### config.mk
export PLATFORM = sky130hd
export DESIGN_NAME = lfsr_arbiter
export DESIGN_NICKNAME = d
export VERILOG_FILES = /design/src/rtl/lfsr_arbiter.sv
export SDC_FILE = /design/constraint.sdc
export NUM_CORES = 1
export LEC_CHECK = 0
export ABC_AREA = 1
export CORE_ASPECT_RATIO = 1.75
export CORE_MARGIN = 10
export CORE_UTILIZATION = 52
export CTS_CLUSTER_SIZE = 40
export DETAILED_ROUTE_END_ITERATION = 8
export GPL_ROUTABILITY_DRIVEN = 0
export GPL_TIMING_DRIVEN = 0
export MAX_ROUTING_LAYER = met4
export PLACE_DENSITY = 0.8
export SYNTH_ARGS = -nofsm -noshare
export SYNTH_HDL_FRONTEND = slang
export SYNTH_SLANG_ARGS = --single-unit
export TNS_END_PERCENT = 1
### constraint.sdc
create_clock -name clock -period 2.7 [get_ports clock]
set_clock_uncertainty 0.2 [all_clocks]
set_input_delay 0.54 -clock clock [delete_from_list [all_inputs] [get_ports clock]]
set_output_delay 0.54 -clock clock [all_outputs]
set_load 0.05 [all_outputs]
### src/rtl/lfsr_arbiter.sv
// ---------------------------------------------------------------------------
// lfsr_arbiter
//
// Shared pseudo-random source. A single 16-bit Fibonacci LFSR
// (x^16 + x^14 + x^13 + x^11) serves N_REQ requesters through a level req /
// one-cycle ack handshake with round-robin arbitration. Every granted draw
// advances the LFSR by STEPS shifts. The value is then published on valor,
// so consecutive consumers never see adjacent states. While idle the LFSR
// can free-run, which turns the unpredictable timing of requests into
// entropy. It can also be reseeded. An all-zero seed is replaced by SEED,
// so the register can never lock up at zero.
//
// Ports
//   clock       in   1        system clock, rising edge
//   reset       in   1        asynchronous, active-high
//   seed_load   in   1        load seed_value into the LFSR (IDLE only)
//   seed_value  in   16       new seed (zero is replaced by SEED)
//   livre       in   1        free-run: one LFSR step per otherwise idle cycle
//   req         in   N_REQ    per-requester draw request, held until ack
//   ack         out  N_REQ    one-cycle, one-hot draw-complete pulse
//   valor       out  16       value of the last completed draw
//   grant_id    out  ID_W     current or last granted requester
//   busy        out  1        high while a draw is in SHIFT or ACK
// ---------------------------------------------------------------------------
module lfsr_arbiter #(
  parameter int          N_REQ = 4,        // 2..8
  parameter int          STEPS = 16,       // 1..255
  parameter logic [15:0] SEED  = 16'hACE1, // nonzero
  localparam int         ID_W  = $clog2(N_REQ)
) (
  input  logic             clock,
  input  logic             reset,
  input  logic             seed_load,
  input  logic [15:0]      seed_value,
  input  logic             livre,
  input  logic [N_REQ-1:0] req,
  output logic [N_REQ-1:0] ack,
  output logic [15:0]      valor,
  output logic [ID_W-1:0]  grant_id,
  output logic             busy
);

  typedef enum logic [1:0] {
    IDLE  = 2'd0,
    SHIFT = 2'd1,
    ACK   = 2'd2
  } state_t;

  state_t          state;
  state_t          state_next;

  logic [15:0]     lfsr;
  logic [7:0]      cnt;
  logic [ID_W-1:0] last;

  // Arbitration result.
  logic            pick_valid;
  logic [ID_W-1:0] pick_id;
  logic [ID_W-1:0] cand;

  // Control strobes decoded from the state.
  logic            do_seed;
  logic            do_grant;
  logic            do_step;
  logic            do_ack;

  // One Fibonacci step. Taps 16/14/13/11 map to bits 0/2/3/5 of a
  // right-shifting register.
  function automatic logic [15:0] lfsr_next(input logic [15:0] s);
    return {s[0] ^ s[2] ^ s[3] ^ s[5], s[15:1]};
  endfunction

  // -------------------------------------------------------------------------
  // Round-robin search: the first set req bit starting at (last+1) mod N_REQ,
  // wrapping upward. The modulo is written as a compare-and-subtract so that
  // it works for N_REQ values that are not powers of two.
  // -------------------------------------------------------------------------
  always_comb begin
    // NOTE: every always_comb output gets a default before any branch,
    // otherwise a path that leaves it unassigned infers a latch.
    pick_valid = 1'b0;
    pick_id    = '0;
    cand       = '0;
    for (int i = 0; i < N_REQ; i++) begin
      if (last >= ID_W'(N_REQ - 1 - i)) begin
        cand = last - ID_W'(N_REQ - 1 - i);
      end else begin
        cand = last + ID_W'(i + 1);
      end
      if (!pick_valid && req[cand]) begin
        pick_valid = 1'b1;
        pick_id    = cand;
      end
    end
  end

  // -------------------------------------------------------------------------
  // FSM: state register
  // -------------------------------------------------------------------------
  always_ff @(posedge clock or posedge reset) begin
    if (reset) begin
      state <= IDLE;
    end else begin
      // NOTE: sequential state uses non-blocking assignments, so every
      // register samples pre-edge values regardless of statement order.
      state <= state_next;
    end
  end

  // -------------------------------------------------------------------------
  // FSM: next-state logic
  // -------------------------------------------------------------------------
  always_comb begin
    state_next = state;
    unique case (state)
      IDLE: begin
        // A seed load takes the whole cycle. Requests wait one cycle.
        if (!seed_load && pick_valid) begin
          state_next = SHIFT;
        end
      end
      SHIFT: begin
        if (cnt == 8'd1) begin
          state_next = ACK;
        end
      end
      ACK: begin
        state_next = IDLE;
      end
      default: begin
        state_next = IDLE;
      end
    endcase
  end

  // -------------------------------------------------------------------------
  // FSM: output decode (strobes for the registered datapath below)
  // -------------------------------------------------------------------------
  always_comb begin
    do_seed  = 1'b0;
    do_grant = 1'b0;
    do_step  = 1'b0;
    do_ack   = 1'b0;
    unique case (state)
      IDLE: begin
        if (seed_load) begin
          do_seed = 1'b1;
        end else if (pick_valid) begin
          do_grant = 1'b1;
        end else if (livre) begin
          do_step = 1'b1;
        end
      end
      SHIFT: begin
        do_step = 1'b1;
      end
      ACK: begin
        do_ack = 1'b1;
      end
      default: begin
        do_seed = 1'b0;
      end
    endcase
  end

  // -------------------------------------------------------------------------
  // Datapath. All outputs are registered, so there is no combinational path
  // from req to ack. ack and valor are published together on the edge that
  // leaves ACK. The LFSR does not step in ACK, so valor is exactly the state
  // after STEPS shifts.
  // -------------------------------------------------------------------------
  always_ff @(posedge clock or posedge reset) begin
    if (reset) begin
      lfsr     <= SEED;
      cnt      <= '0;
      last     <= ID_W'(N_REQ - 1);
      grant_id <= '0;
      ack      <= '0;
      valor    <= '0;
      busy     <= 1'b0;
    end else begin
      ack <= '0;

      if (do_seed) begin
        lfsr <= (seed_value == 16'h0000) ? SEED : seed_value;
      end else if (do_step) begin
        lfsr <= lfsr_next(lfsr);
      end

      if (do_grant) begin
        grant_id <= pick_id;
        cnt      <= 8'(STEPS);
        busy     <= 1'b1;
      end else if (state == SHIFT) begin
        cnt <= cnt - 8'd1;
      end

      if (do_ack) begin
        ack   <= N_REQ'(1) << grant_id;
        valor <= lfsr;
        last  <= grant_id;
        busy  <= 1'b0;
      end
    end
  end

endmodule

==> results of run 1 <==
## worst min path at each step
| stage | endpoint | depth (start not counted) |
|---|---|---|
| global placement | lfsr[7] | 2 |
| detailed placement | lfsr[6] | 2 |
| CTS | lfsr[6] | 2 |
| finish | lfsr[6] | 2 |
| floorplan | lfsr[1] | 2 |
| global route | lfsr[6] | 2 |
## kinds of logic after synthesis
family | count (synthesis)
adders and majority gates | 4
xor gates and xnor gates | 7
and+or+nand+nor | 210
AOI/OAI and AO/OA | 28
DFF | 51
buffers and inverters | 41
## flip-flops by register name, summed over array words and instances (netlist names)
register and count:
cnt 8, grant_id 2, lfsr 16, last 2, state 2, ack 4
valor 16, busy 1
## worst max-delay path, cell delays in order (launching register included)
cell     delay, ns
dfstp_2       0.62
inv_2         0.11
ha_1          0.36
inv_1         0.17
nand3_1       0.12
o21ai_2       0.13
nand4_2       0.16
nand2_4       0.14
nand2_4       0.09
buf_6         0.15
nand2_1       0.05
nand2_1       0.04
## Yosys cell counts
| cell | count |
|---|---|
| nor4_1 | 1 |
| a21oi_1 | 4 |
| buf_6 | 1 |
| o211ai_1 | 1 |
| nand2_2 | 5 |
| buf_4 | 1 |
| a22oi_1 | 4 |
| clkinv_1 | 1 |
| dfstp_2 | 10 |
| inv_1 | 29 |
| nor2_1 | 34 |
| xor2_1 | 3 |
| nand2_4 | 3 |
| nand2_1 | 127 |
| nor2_8 | 1 |
| buf_1 | 1 |
| nand3_1 | 33 |
| dfrtp_1 | 41 |
| nor3_1 | 2 |
| o21ai_2 | 1 |
| nand4_2 | 1 |
| o21ai_0 | 18 |
| clkbuf_1 | 5 |
| nand4_1 | 2 |
| xnor2_1 | 4 |
| ha_1 | 4 |
| inv_2 | 3 |
| nor3_2 | 1 |
## layer usage
metal	part of all wire	vias to the layer above	global-route usage
met5	0	-	-
met4	0.016	0	0.0612
met3	0.041	8	0.0278
met2	0.54	61	0.280
met1	0.41	1042	0.155
li1	-	1178	-
## area by class of cell
cell class,count,area share
clock inverters,2,0.0106
inverters,33,0.0376
multi-input cells,249,0.356
clock buffers,6,0.0251
repair buffers,47,0.146
well taps,54,0.0205
flip-flops and latches,51,0.391
plain buffers,8,0.0125
## where the power goes
| part | leakage, nW | total (mW) | internal (mW) | switching, mW |
|---|---|---|---|---|
| clock network | 0.0612 | 0.554 | 0.300 | 0.254 |
| registers | 0.638 | 1.22 | 1.03 | 0.195 |
| logic | 0.946 | 1.08 | 0.437 | 0.642 |
| total | 1.65 | 2.86 | 1.77 | 1.09 |
## per-stage QoR
stage / TNS (ns) / worst slack (ns) / instances
3_5_place_dp: 0 / 0.251 / 442
3_3_place_gp: -6.03 / -0.151 / 441
4_1_cts: 0 / 0.267 / 450
2_1_floorplan: 0 / 0.522 / 341
6_report: 0 / 0.248 / 450
5_1_grt: 0 / 0.105 / 450
==> run metrics, run 1 <==
grt ovf=0; worst slew pin tran=0.536 ns; Final Hold Vio Count=0; largest family of logic cells by synthesized area=simple AND/OR/NAND/NOR gates; CTS tree=yes; FMAX=408 MHz; Max-Cap Viols=0; port bufs=46; Yosys top cell area share=0.390; ANT cells=0; postcts setup bufs=0; CTS sink count=51; top cells by area, synth=dfrtp_1, nand2_1, dfstp_2, nand3_1, nor2_1; Post-DP Area=approximately 3200 um^2; Via-to-Cell Ratio=5.09; Seq/Total Area, Yosys=0.490; Critical path origin=last[0]; pin count of the biggest net entering global routing=41; # setup viols final=0; syn nets=369; Synth Area in XOR/XNOR=0.0233; syn avg cell area=7.71 um^2; register area=1290 um^2; total wire length=roughly 6 mm; final core occ=0.667; multiplexer share of the synthesized area=0; Initial DRC Count=between 100 and 150; Seq cells post-synth=51; multi-input logic area=1170 um^2; Total GRT Usage=0.155; post-synthesis simple-gate area fraction=0.345; commonest non-fill, non-tap cell in the layout=nand2_1; reg2reg path depth=11; crit path launch type=register; Worst Hold Launch=lfsr[6]; reg-to-reg endpoint=lfsr[8]; filler cell count=425; Unique masters post-synth=28; Yosys Warn Count=0; Slew Viols, Final=0; die area=about 8400 um^2; fin crit share=0.908; Antenna Nets Post-Route=0; core area=4930 um^2; worst endpoint required time=2.70 ns; Tot Pwr=approximately 2.9 mW; r2r setup slk=between 0.2 and 0.25 ns; ratio of cells with drive above 1 in the final layout=0.0934; Clock Latency Late Sink=0.31 ns; Lkg Pwr=about 1.6 nW; HP Class=register to register; nets@finish=423; design area=between 3000 and 4000 um^2; kind of end point of the critical path=register; post-CTS sizing=0; Synth Area in Compound Gates=0.0595; status=finished, final reports clean; DRC Markers=0; worst hold slack=0.266 ns; Final min period=between 2 and 2.5 ns; largest fanout on the critical path=10; vias=about 2300; initial antenna violation count=0; clk buf depth=2; Die Wd=between 70 and 80 um; Starting Density=0.532; crit path to=lfsr[8]; most frequent cells in the layout=nand2_1, clkdlybuf4s50_1, dfrtp_1; Area Overhead vs Synth=25.3%; WP data arrival=2.45 ns; first-pass GRT wire length=just over 10 mm; RSZ-0062 raised after global routing=false; Die Ht=114 um; TritonCTS Buffers=5; WS Path Type=register to register; cell area after synthesis=2630 um^2; area leader, netlist=dfrtp_1; cts hold-fix bufs=0; P per Cell Area=867 nW/um^2; Root Buffer=clkbuf_8; Rows=34; I/O Pins=47; WL/cell=13.4 um; VDD IR max=~0.55 mV; clk slew on worst S/H paths=~0.09 ns; DRT Pass-1 Iters=6; slew margin rel.=0.642; worst r2r src=last[0]; Detailed Place HPWL=4.74 mm; Cells after Synth=341; post-synthesis adder-cell area fraction=0.0190; CTS H-tree depth=2; vias in the first global route=2342
Power figures use the tool's default switching activity.
==> inputs of run 2 (changes only) <==
--- a/config.mk
+++ b/config.mk
@@ -15,6 +15,7 @@
 export GPL_TIMING_DRIVEN = 0
 export MAX_ROUTING_LAYER = met4
 export PLACE_DENSITY = 0.8
+export SLEW_MARGIN = 25
 export SYNTH_ARGS = -nofsm -noshare
 export SYNTH_HDL_FRONTEND = slang
 export SYNTH_SLANG_ARGS = --single-unit
==> run metrics, run 2 (synthesized netlist as in run 1, its figures left out) <==
FMAX=409 MHz (+0.29%); Die Ht=114 um (unchanged); Clock Latency Late Sink=0.31 ns (about the same); CTS tree=yes; Clock Power Share=0.193 (about the same); # setup viols final=0 (unchanged); Slew Viols, Final=0 (unchanged); Rows=34 (unchanged); Power Internal=1.77 mW (about the same); filler cell count=419 (-1.4%); Detailed Place HPWL=4.73 mm (about the same); multi-input logic area=1170 um^2 (unchanged); nets@finish=423 (unchanged); worst r2r src=last[0]; most frequent cells in the layout=nand2_1, clkdlybuf4s50_1, dfrtp_1; max incr delay on CP=0.61 ns (about the same); clk slew on worst S/H paths=0.09 ns (about the same); pin count of the biggest net entering global routing=34 (-17%); vias in the first global route=2297 (-1.9%); Area Overhead vs Synth=25.3% (unchanged); Max-Cap Viols=0 (unchanged); Root Buffer=clkbuf_8; Final min period=2.44 ns (-0.00716 ns); fin crit share=0.906 (-0.00265); WS Path Type=register to register; crit path cell chain=inv_2, ha_1, inv_1, nand3_1, o21ai_2, nand4_2, nand2_4, nand2_4, buf_6, nand2_1, nand2_1; Initial DRC Count=156 (+4.7%); HP Class=register to register; final core occ=0.667 (unchanged); vias=2265 (-1.0%); DRC Markers=0 (unchanged); Via-to-Cell Ratio=5.03 (-1.0%); crit path launch type=register; commonest non-fill, non-tap cell in the layout=nand2_1; kind of end point of the critical path=register; status=finished, final reports clean; WP data arrival=2.45 ns (about the same); DRT Pass-1 Iters=4 (-2); Final Hold Vio Count=0 (unchanged); Total GRT Usage=0.154 (-0.00125); RSZ-0062 raised after global routing=false; Sw Pwr=1.08 mW (-0.93%); crit path to=lfsr[1]; grt ovf=0 (unchanged); post-CTS sizing=0 (unchanged); ratio of cells with drive above 1 in the final layout=0.0934 (unchanged); setup_tns=0 ns (unchanged); largest registers=lfsr: 16 flops, valor: 16 flops, cnt: 8 flops; worst hold slack=0.262 ns (-0.00315 ns); register area=1290 um^2 (unchanged); postcts setup bufs=0 (unchanged); CTS sink count=51 (unchanged); largest fanout on the critical path=10 (unchanged); combinational fraction of design power=0.378 (about the same); clk buf depth=2 (unchanged); CTS H-tree depth=2 (unchanged); Starting Density=0.532 (unchanged); I/O Pins=47 (unchanged); worst endpoint required time=2.70 ns (about the same); Critical path origin=last[0]; P per Cell Area=864 nW/um^2 (-0.39%); sequential share of power=0.429 (about the same); worst slack, placed=0.248 ns (-0.00316 ns); total wire length=5.93 mm (-1.6%); die area=8410 um^2 (unchanged); Lkg Pwr=1.65 nW (unchanged); slowest cell on the critical path=dfstp_2; VDD IR max=0.575 mV (+5.3%); cts hold-fix bufs=0 (unchanged); TritonCTS Buffers=5 (unchanged); reg2reg path depth=11 (unchanged); Antenna Nets Post-Route=0 (unchanged); reg-to-reg endpoint=lfsr[1]; first-pass GRT wire length=10.3 mm (-0.67%); ANT cells=0 (unchanged); Setup WS post-layout=0.255 ns (+0.00716 ns); worst slew pin tran=0.531 ns (-0.00434 ns); r2r setup slk=0.26 ns (about the same); port bufs=46 (unchanged); WL/cell=13.2 um (-1.6%); core area=4930 um^2 (unchanged); slew margin rel.=0.645 (+0.00290); switching power share of the total=0.380 (-0.00208); initial antenna violation count=0 (unchanged); Die Wd=73.7 um (unchanged)
## run 2: layer usage
layer	wire length (um)	vias up	global-route usage
li1	-	1179	-
met1	2370	1025	0.162
met2	3190	53	0.271
met3	264	8	0.0252
met4	94	0	0.0612
met5	0	-	-
## run 2: power groups by stage
| stage | combinational (mW) | clock [mW] | sequential (mW) |
|---|---|---|---|
| floorplan | 0.760 | 0 | 1.26 |
| global placement | 1.04 | 0 | 1.22 |
| detailed placement | 1.08 | 0 | 1.23 |
| CTS | 1.08 | 0.559 | 1.22 |
| global route | 1.24 | 0.588 | 1.25 |
| finish | 1.08 | 0.550 | 1.22 |
## run 2: final cells by class
cell class / count / share of cell area
Timing Repair Buffer: 47 / 0.146
Multi-Input combinational cell: 249 / 0.356
Inverter: 33 / 0.0376
Sequential cell: 51 / 0.391
Buffer: 8 / 0.0125
Clock buffer: 6 / 0.0251
Clock inverter: 2 / 0.0106
Tap cell: 54 / 0.0205
## run 2: critical path: cells and delay by family (launching register included)
| family | cells | cell delay (ns) |
|---|---|---|
| adders and majority gates | 1 | 0.36 |
| AOI/OAI and AO/OA | 1 | 0.14 |
| buffers and inverters | 3 | 0.42 |
| DFF | 1 | 0.61 |
| and+or+nand+nor | 6 | 0.62 |
## run 2: worst min path at each step
stage               slack (ns)  cells past startpoint     from  endpoint
floorplan                 0.24                      2  lfsr[1]   lfsr[1]
global placement          0.25                      2  lfsr[7]   lfsr[7]
detailed placement        0.25                      2  lfsr[6]   lfsr[6]
CTS                       0.26                      2  lfsr[6]   lfsr[6]
global route              0.28                      2  lfsr[6]   lfsr[6]
finish                    0.26                      2  lfsr[6]   lfsr[6]
## run 2: metrics by stage
| step | cell area [um^2] | std cells | power, mW |
|---|---|---|---|
| after floorplan | 2630 | 341 | 2.02 |
| after global placement | 3160 | 441 | 2.26 |
| after detailed placement | 3180 | 442 | 2.31 |
| after CTS | 3290 | 450 | 2.86 |
| after global routing | 3290 | 450 | 3.08 |
| final | 3290 | 450 | 2.85 |
